<file path="src/rtl/encoder_8input_seq.sv">
//-----------------------------------------------------------------------------
// encoder_8input_seq
//
// Sequential 8-to-3 encoder. It accepts an 8-bit request vector and emits
// one 3-bit code for each set bit, one code per handshake. The last code of
// a batch is flagged with `last`. An all-zero vector produces a one-cycle
// `zero_err` pulse and no codes.
//
// Priority:
//   default          : lowest set index first.
//   ENCODER_RR_EN    : round-robin. The search starts just after the last
//                      served index, wraps 7 -> 0, and carries over between
//                      batches (last_served resets to 7).
//
// Ports:
//   clk         in   single clock, rising edge
//   rst_n       in   asynchronous active-low reset
//   req_valid   in   request vector offered
//   req_ready   out  block can accept a vector (high only in IDLE)
//   req_vec     in   request lines, bit i = line i
//   code_valid  out  `code` holds a valid encoded index
//   code_ready  in   consumer accepts the code
//   code        out  binary index of the served request line
//   last        out  high with the final code of a batch
//   zero_err    out  one-cycle pulse after an all-zero vector is accepted
//-----------------------------------------------------------------------------
module encoder_8input_seq (
  input  logic       clk,
  input  logic       rst_n,
  input  logic       req_valid,
  output logic       req_ready,
  input  logic [7:0] req_vec,
  output logic       code_valid,
  input  logic       code_ready,
  output logic [2:0] code,
  output logic       last,
  output logic       zero_err
);

  typedef enum logic [1:0] {
    IDLE = 2'd0,
    SCAN = 2'd1,
    OUT  = 2'd2
  } state_t;

  state_t     state;
  logic [7:0] pending;       // request bits not yet served
  logic [7:0] served_mask;   // one-hot mask of the code now on the output
  logic [7:0] pending_next;  // pending once the current code is handshaken
  logic [2:0] sel_idx;       // index chosen by the priority search
  logic       sel_last;      // exactly one pending bit left
  logic       accept;
  logic       handshake;

  // Returns the index of the lowest set bit. Returns 0 for an all-zero
  // input, which never reaches the search because SCAN only runs when
  // pending is non-zero.
  function automatic logic [2:0] lowest_index(input logic [7:0] v);
    logic [2:0] idx;
    idx = 3'd0;
    for (int i = 7; i >= 0; i--) begin
      if (v[i]) idx = 3'(i);
    end
    return idx;
  endfunction

  // State is IDLE while rst_n is low, so req_ready also reads 1 during reset.
  // No capture can happen then, because the reset branch wins.
  assign req_ready    = (state == IDLE);
  assign accept       = req_ready && req_valid;
  assign handshake    = code_valid && code_ready;

  assign served_mask  = 8'd1 << code;
  assign pending_next = pending & ~served_mask;

  // x & (x-1) clears the lowest set bit, so a zero result on a non-zero x
  // means exactly one bit is set.
  assign sel_last = (pending != 8'd0) && ((pending & (pending - 8'd1)) == 8'd0);

`ifdef ENCODER_RR_EN
  // Round-robin search. Rotate pending right so that bit (last_served+1)
  // moves to position 0. Find the lowest set bit of the rotated vector and
  // add the rotation back. The 3-bit addition gives the 7 -> 0 wrap for free.
  logic [2:0] last_served;
  logic [2:0] start_idx;
  logic [3:0] left_amt;
  logic [7:0] rotated;

  assign start_idx = last_served + 3'd1;
  assign left_amt  = 4'd8 - {1'b0, start_idx};
  assign rotated   = (pending >> start_idx) | (pending << left_amt);
  assign sel_idx   = start_idx + lowest_index(rotated);

  // last_served tracks every completed handshake and is not cleared between
  // batches, so fairness carries over from one vector to the next.
  always_ff @(posedge clk or negedge rst_n) begin
    if (!rst_n) begin
      last_served <= 3'd7;
    end else if (handshake) begin
      last_served <= code;
    end
  end
`else
  assign sel_idx = lowest_index(pending);
`endif

  // Main controller. All outputs except req_ready are registered here.
  // NOTE: every sequential assignment is non-blocking. All right-hand sides
  // therefore see pre-edge values, so branches may read `pending` and `code`
  // even where they also update them.
  always_ff @(posedge clk or negedge rst_n) begin
    if (!rst_n) begin
      state      <= IDLE;
      pending    <= 8'd0;
      code       <= 3'd0;
      code_valid <= 1'b0;
      last       <= 1'b0;
      zero_err   <= 1'b0;
    end else begin
      // zero_err is a single-cycle pulse unless re-armed below.
      zero_err <= 1'b0;

      case (state)
        IDLE: begin
          if (accept) begin
            pending <= req_vec;
            if (req_vec == 8'd0) begin
              zero_err <= 1'b1;
            end else begin
              state <= SCAN;
            end
          end
        end

        SCAN: begin
          code       <= sel_idx;
          last       <= sel_last;
          code_valid <= 1'b1;
          state      <= OUT;
        end

        OUT: begin
          // code, last and code_valid hold until the consumer takes the code.
          if (code_ready) begin
            pending    <= pending_next;
            code_valid <= 1'b0;
            last       <= 1'b0;
            state      <= (pending_next == 8'd0) ? IDLE : SCAN;
          end
        end

        default: begin
          state <= IDLE;
        end
      endcase
    end
  end

`ifndef SYNTHESIS
  // A presented code stays stable while the consumer stalls.
  a_hold_stable: assert property (@(posedge clk) disable iff (!rst_n)
    (code_valid && !code_ready) |=> (code_valid && $stable(code) && $stable(last)));

  // A valid code always refers to a line that is still pending.
  a_code_pending: assert property (@(posedge clk) disable iff (!rst_n)
    code_valid |-> pending[code]);

  // code_valid is only ever high in OUT.
  a_valid_in_out: assert property (@(posedge clk) disable iff (!rst_n)
    code_valid |-> (state == OUT));
`endif

endmodule

</file>
<file path="config.mk">
export PLATFORM = sky130hd
export DESIGN_NAME = encoder_8input_seq
export DESIGN_NICKNAME = d
export VERILOG_FILES = /design/src/rtl/encoder_8input_seq.sv
export SDC_FILE = /design/constraint.sdc
export NUM_CORES = 1
export LEC_CHECK = 0
export BUFFER_PORTS_ARGS = -buffer_cell sky130_fd_sc_hd__clkbuf_2
export CELL_PAD_IN_SITES_DETAIL_PLACEMENT = 1
export CELL_PAD_IN_SITES_GLOBAL_PLACEMENT = 2
export CORE_ASPECT_RATIO = 1.1
export CORE_MARGIN = 1.5
export CORE_UTILIZATION = 35
export CTS_BUF_LIST = sky130_fd_sc_hd__clkbuf_4
export DETAILED_ROUTE_END_ITERATION = 12
export PLACE_DENSITY = 0.91
export SYNTH_ARGS = -nofsm -noshare
export SYNTH_HDL_FRONTEND = slang
export SYNTH_SLANG_ARGS = --single-unit
export TNS_END_PERCENT = 20
</file>
<file path="constraint.sdc">
create_clock -name clk -period 4.8 [get_ports clk]
set_clock_uncertainty 0.15 [all_clocks]
set_input_delay 1.2 -clock clk [delete_from_list [all_inputs] [get_ports clk]]
set_output_delay 1.2 -clock clk [all_outputs]
set_load 0.02 [all_outputs]
</file>
# Word-level counts from Yosys, hierarchy flattened
# Index checks and enable logic that the tools add are counted.
# totals
register_bits	16
output_inout_bits	7
elab_cells	50
# op_classes
n_addsub	1
eq_ne	5
shift	1
n_mux	22
bitwise_logic	3
n_reduce_logical	12
# ops
operator	n
logical NOT 8 bit	3
two-way mux 3 bit	8
bitwise AND 8 bit	2
two-way mux 8 bit	2
one-hot mux 8 bit (2 select lines)	1
inverter 8 bit	1
nonzero test 8 bit	1
left shift 1 x 3 -> 8 bit, first input constant	1
subtractor 8 x 1 -> 8 bit, second input constant	1
two-way mux 2 bit	3
one-hot mux 2 bit (3 select lines)	1
AND reduction 3 bit	2
two-way mux 1 bit	5
!= test 2 bit, second input constant	2
one-hot mux 1 bit (2 select lines)	2
nonzero test 2 bit	2
== test 2 x 1 -> 1 bit, second input constant	1
== test 2 bit, second input constant	1
logical AND 1 bit	2
logical NOT 2 bit	1
!= test 2 x 1 -> 1 bit, second input constant	1
AND reduction 2 bit	1

# Logic depth before layout (Yosys ltp)
# Gate-level depths: netlist of run 1.
# depth
ltp_word	8
depth_mapped	6
depth_no_buf	5

# Least setup slack after synthesis of run 1
# Ideal clock, no wire load.
# synth_timing
path_type	register -> output
start	reg state[1]
end	out req_ready
arrival_time_ps	814
setup_slack_ps	2636
stages_incl_launch_ff	3
path_buffers	1
path_cell_list	dfrtp_1 > buf_2 > nor2_1
# synth_between
elab_chain_len	1
# synth_lines
element	line_no	source
start, declared	46	state_t state;
start signal, assigned	148	state <= (pending_next == 8'd0) ? IDLE : SCAN;
logical NOT 2 bit	69	assign req_ready = (state == IDLE);
end, declared	31	output logic req_ready,
# No other way between the ends.

# Final worst setup path of run 1
# Same ends and word-level chain as after synthesis.

==> results of run 1 <==
final cells by class:
type,instances,area share
clock buffers,3,0.0200
well taps,33,0.0367
repair buffers,18,0.0802
clock inverters,1,0.00334
inverters,5,0.0167
multi-input cells,93,0.487
flip-flops and latches,16,0.356
logic make-up (layout without fill, tap and decap cells):
logic type,Yosys count,after routing
AOI/OAI and AO/OA,36,36
muxes,3,3
xor gates and xnor gates,1,1
buffers and inverters,18,27
DFF,16,16
and+or+nand+nor,52,52
adders and majority gates,1,1
placed cells by master, fill, tap and decap left out, drive strengths merged:
cell type  instances
a2111oi            1
a211o              1
a211oi             2
a21oi              8
a22o               4
a31oi              2
and2               1
clkbuf            21
clkinv             1
dfrtp             16
inv                5
maj3               1
mux2i              3
nand2             17
nand2b             5
nand3              1
nand3b             1
nor2              12
nor2b              2
nor3               7
nor3b              1
nor4               3
o21ai             12
o21bai             1
o22ai              1
o31ai              2
o41ai              2
or2                1
or3                1
xor2               1
where the power goes:
part	total (mW)	internal, mW	switching, mW	leakage, nW
logic	0.353	0.155	0.198	0.278
clock network	0.0777	0.0304	0.0473	0.0154
registers	0.327	0.192	0.136	0.202
metal layers:
layer  share of wire  GRT usage  wire length [µm]
met3           0.056     0.0227               150
met5               0          0                 0
met2            0.49      0.317              1310
met1            0.44      0.267              1170
met4           0.018     0.0857                48
sequential cells by signal (all words and copies together), names as in the netlist:
name and count:
last 1, zero_err 1, code 3, pending 8
state 2, code_valid 1
per-stage QoR:
step	utilization	instances	cell area, µm²
floorplan	-	127	1020
global placement	0.395	165	1100
detailed placement	0.395	165	1100
CTS	0.405	169	1120
global route	0.405	169	1120
finish	0.405	169	1120
worst max-delay path by stage:
| stage | to |
|---|---|
| floorplan | req_ready |
| global placement | pending[6]$_DFFE_PN0P_ |
| detailed placement | pending[6]$_DFFE_PN0P_ |
| CTS | req_ready |
| global route | req_ready |
| finish | req_ready |
worst max-delay path: stages (launching register included):
cell	delay, ps
dfrtp_1	500
nor2_1	170
clkbuf_2	190
==> results.ini, run 1 <==
[floorplan]
die-area_mm2=0.00325
num_rows=20
initial_core_util=0.368
die_y_um=59.6
die_x_um=54.5
io_pins=19
core-area_mm2=0.00278

[power_and_ir_drop]
total_power_mw=0.758
ir_drop_mv=0.260
powerDensity_mw_per_mm2=674
leakage_nw=0.495

[clock_network]
cts_tree=done
postCtsHoldBufs=0
cts_root_buffer=clkbuf_4
cts_buffer_depth=2
numCtsBuffers=3
postCtsSetupBuffers=0
cts_resized=0
cts.clk_slew.worst_paths_ps=100
insertion_delay_ps=300
htree_levels=1
clock-sinks=16

[synth]
seq_area_frac_synth=0.392
synth_edf_count=0
synthXorXnorAreaFrac=0.00858
yosysTopAreaCell=dfrtp_1
synth_top_cells_by_area=dfrtp_1, nand2_1, o21ai_0
synth_common_cells=nand2_1, dfrtp_1, nor2_1, o21ai_0
synth_compound_area_frac=0.233
synth_flop_cell=dfrtp_1
synth_mux_area_frac=0.0294
syn-num-nets=139
post-synth-top-count-cell=nand2_1
yosys_warnings=0
synth_top_family_by_area=simple AND/OR/NAND/NOR gates
synth_cell_type_count=32
synthesis.area_mm2=0.00102
synthSimpleGateAreaFrac=0.255
synthArstFlopShare=1.00
synthCells=127
syn-mean-instance-area_um2=8.04
synth-seq-cells=16
synth_fa_ha_area_frac=0.00980
yosys.area.top_type_share=0.392

[drt]
drt_wl_total_mm=2.67
vias=949
drt_iter0_markers=34
drc_errors=0
antenna_left=0
vias_per_cell=5.62
wl_per_cell_um=15.8
drtPass1Iterations=4

[grt]
antenna_found_initial=0
grt-ovfl-total=0
track_usage=0.198
grt_max_degree=17
first_global_vias=935
grt_pass1_wl_mm=4.53

[critical_path]
cp.arrival_ps=1160
worstReg2RegStart=pending[1]$_DFFE_PN0P_
r2r_cells=5
crit_start=state[1]$_DFFE_PN0P_
cp_max_fo=8
crit_path_end_kind=primary output
r2r_slack_ps=2940
required_ps=3450
worst_r2r_endpoint=last$_DFFE_PN0P_
critPathLaunchType=flop
path_class=flop to primary output

[placed_design]
preCtsSetupSlack_ps=2520
dp_hpwl_mm=2.02
globalplace.congestion=0.754
place.port_buffers=18

[timing]
period_minus_slack_ps=2510
setup_violations=0
rsz0062_at_grt=false
max_freq_mhz=399
finalCritPeriodShare=0.523
setup_tns_ps=0
setup_ws_ps=2290
worst_pin_slew_ps=424
hold_violations=0
worst_hold_slack_ps=408
maxSlewHeadroom=0.717
slew_viol_final=0

[finish]
multiInputGateArea_um2=547
num_antenna_cells=0
drive_gt1_frac=0.176
fill_cells=342
nNetsFinal=149
area_growth_pct=10.0
regArea_um2=400

[min_path]
min_to=code_valid$_DFFE_PN0P_
hold_start=code_valid$_DFFE_PN0P_
worstHoldPathCells=2
hold_class=flop to flop

[run_status]
status=completed

[run]
maxCapViolations=0

(Power assumes the default switching activity.)
==> run 2, diff against run 1 <==
--- a/config.mk
+++ b/config.mk
@@ -10,10 +10,10 @@
 export CELL_PAD_IN_SITES_GLOBAL_PLACEMENT = 2
 export CORE_ASPECT_RATIO = 1.1
 export CORE_MARGIN = 1.5
-export CORE_UTILIZATION = 35
+export CORE_UTILIZATION = 33
 export CTS_BUF_LIST = sky130_fd_sc_hd__clkbuf_4
 export DETAILED_ROUTE_END_ITERATION = 12
-export PLACE_DENSITY = 0.91
+export PLACE_DENSITY = 0.87
 export SYNTH_ARGS = -nofsm -noshare
 export SYNTH_HDL_FRONTEND = slang
 export SYNTH_SLANG_ARGS = --single-unit
==> constraint.sdc (replaced) <==
create_clock -name clk -period 2.46 [get_ports clk]
set_clock_uncertainty 0.15 [all_clocks]
set_input_delay 0.615 -clock clk [delete_from_list [all_inputs] [get_ports clk]]
set_output_delay 0.615 -clock clk [all_outputs]
set_load 0.02 [all_outputs]
==> results.ini, run 2 (synthesized netlist as in run 1, its figures left out) <==
[critical_path]
path_class=flop to primary output  ; unchanged
crit_buf_inv=1  ; unchanged
worstReg2RegStart=pending[1]$_DFFE_PN0P_  ; unchanged
crit_start=code[1]$_DFFE_PN0P_  ; was state[1]$_DFFE_PN0P_
path_cells=clkbuf_2  ; was nor2_1, clkbuf_2
max_stage_delay_ps=620  ; was 500 ps
r2r_cells=5  ; unchanged
r2r_slack_ps=670  ; was 2940 ps
required_ps=1690  ; was 3450 ps
cp.arrival_ps=1160  ; about the same
critPathLaunchType=flop  ; unchanged
crit_path_end_kind=primary output  ; unchanged
crit_family=flip-flops  ; unchanged
cp_max_fo=11  ; was 8
crit_cells=1  ; was 2
cp_slowest_cell=dfrtp_1  ; unchanged

[drt]
drtPass1Iterations=4  ; unchanged
drt_wl_total_mm=2.70  ; was 2.67 mm
vias=952  ; was 949
wl_per_cell_um=16.0  ; was 15.8 µm
vias_per_cell=5.63  ; was 5.62
drt_iter0_markers=14  ; was 34
antenna_left=0  ; unchanged
drc_errors=0  ; unchanged

[power_and_ir_drop]
powerDensity_mw_per_mm2=1320  ; was 674 mW/mm²
total_power_mw=1.48  ; was 0.758 mW
leakage_nw=0.495  ; unchanged
ir_drop_mv=0.657  ; was 0.260 mV

[finish]
num_antenna_cells=0  ; unchanged
nNetsFinal=149  ; unchanged
final_cell_mix=clkbuf_2, nand2_1, dfrtp_1  ; unchanged
largest_register_ffs=8  ; unchanged
top_regs=pending (8), code (3), state (2)  ; unchanged
fin_util=0.394  ; was 0.405
area_growth_pct=10.0  ; unchanged
top_register=pending  ; unchanged
final_common_cell=clkbuf_2  ; unchanged
fin_cells=169  ; unchanged
drive_gt1_frac=0.176  ; unchanged
design_area_mm2=0.00112  ; unchanged

[timing]
slew_viol_final=0  ; unchanged
max_freq_mhz=519
setup_ws_ps=531  ; was 2290 ps
maxSlewHeadroom=0.706  ; was 0.717
worst_pin_slew_ps=440  ; was 424 ps
hold_violations=0  ; unchanged
period_minus_slack_ps=1930
setup_violations=0  ; unchanged
worst_hold_slack_ps=83.9  ; was 408 ps
rsz0062_at_grt=false  ; unchanged
setup_tns_ps=0  ; unchanged
finalCritPeriodShare=0.784

[placed_design]
preCtsSetupSlack_ps=682  ; was 2520 ps
dp_cells=165  ; unchanged
place.port_buffers=18  ; unchanged
dp_hpwl_mm=2.02  ; about the same
postPlaceCellArea_mm2=0.00110  ; unchanged
globalplace.congestion=0.807  ; was 0.754

[run]
maxCapViolations=0  ; unchanged

[floorplan]
core-area_mm2=0.00285  ; was 0.00278 mm²
die-area_mm2=0.00344  ; was 0.00325 mm²
io_pins=19  ; unchanged
die_y_um=61.3  ; was 59.6 µm
num_rows=20  ; unchanged
die_x_um=56.0  ; was 54.5 µm
initial_core_util=0.358  ; was 0.368

[grt]
grt-ovfl-total=0  ; unchanged
track_usage=0.183  ; was 0.198
first_global_vias=982  ; was 935
grt_max_degree=17  ; unchanged
antenna_found_initial=0  ; unchanged
grt_pass1_wl_mm=4.80  ; was 4.53 mm

[clock_network]
postCtsHoldBufs=0  ; unchanged
numCtsBuffers=3  ; unchanged
cts.clk_slew.worst_paths_ps=110  ; was 100 ps
insertion_delay_ps=290  ; was 300 ps
postCtsSetupBuffers=0  ; unchanged
cts_root_buffer=clkbuf_4  ; unchanged
cts_resized=0  ; unchanged
htree_levels=1  ; unchanged
clock-sinks=16  ; unchanged
cts_tree=done  ; unchanged
cts_buffer_depth=2  ; unchanged

[run_status]
status=completed  ; unchanged

[min_path]
hold_class=input pin to asynchronous set/reset pin  ; was flop to flop

run 2: worst paths after layout:
kind,endpoint
worst max register to register,last$_DFFE_PN0P_
min in group clk,pending[7]$_DFFE_PN0P_
worst min register to register,code_valid$_DFFE_PN0P_
max in group asynchronous,pending[3]$_DFFE_PN0P_
worst max-delay path,code[1]
worst min-delay path,code[2]$_DFFE_PN0P_
run 2: final cells by class:
cell class / instances / area, µm²
flip-flops and latches: 16 / 400
well taps: 33 / 41.3
inverters: 5 / 18.8
clock inverters: 1 / 3.75
clock buffers: 3 / 22.5
fillers: 365 / 1730
repair buffers: 18 / 90.1
multi-input cells: 93 / 547
run 2: metal layers:
layer	GRT usage	share of wire
met1	0.240	0.48
met2	0.328	0.48
met3	0.0189	0.030
met4	0.0510	0.010
met5	0	0
run 2: power by group:
group	internal [mW]	switching (mW)	leakage, nW	total [mW]
logic	0.302	0.382	0.278	0.684
clock network	0.0590	0.0926	0.0154	0.152
registers	0.373	0.270	0.202	0.643
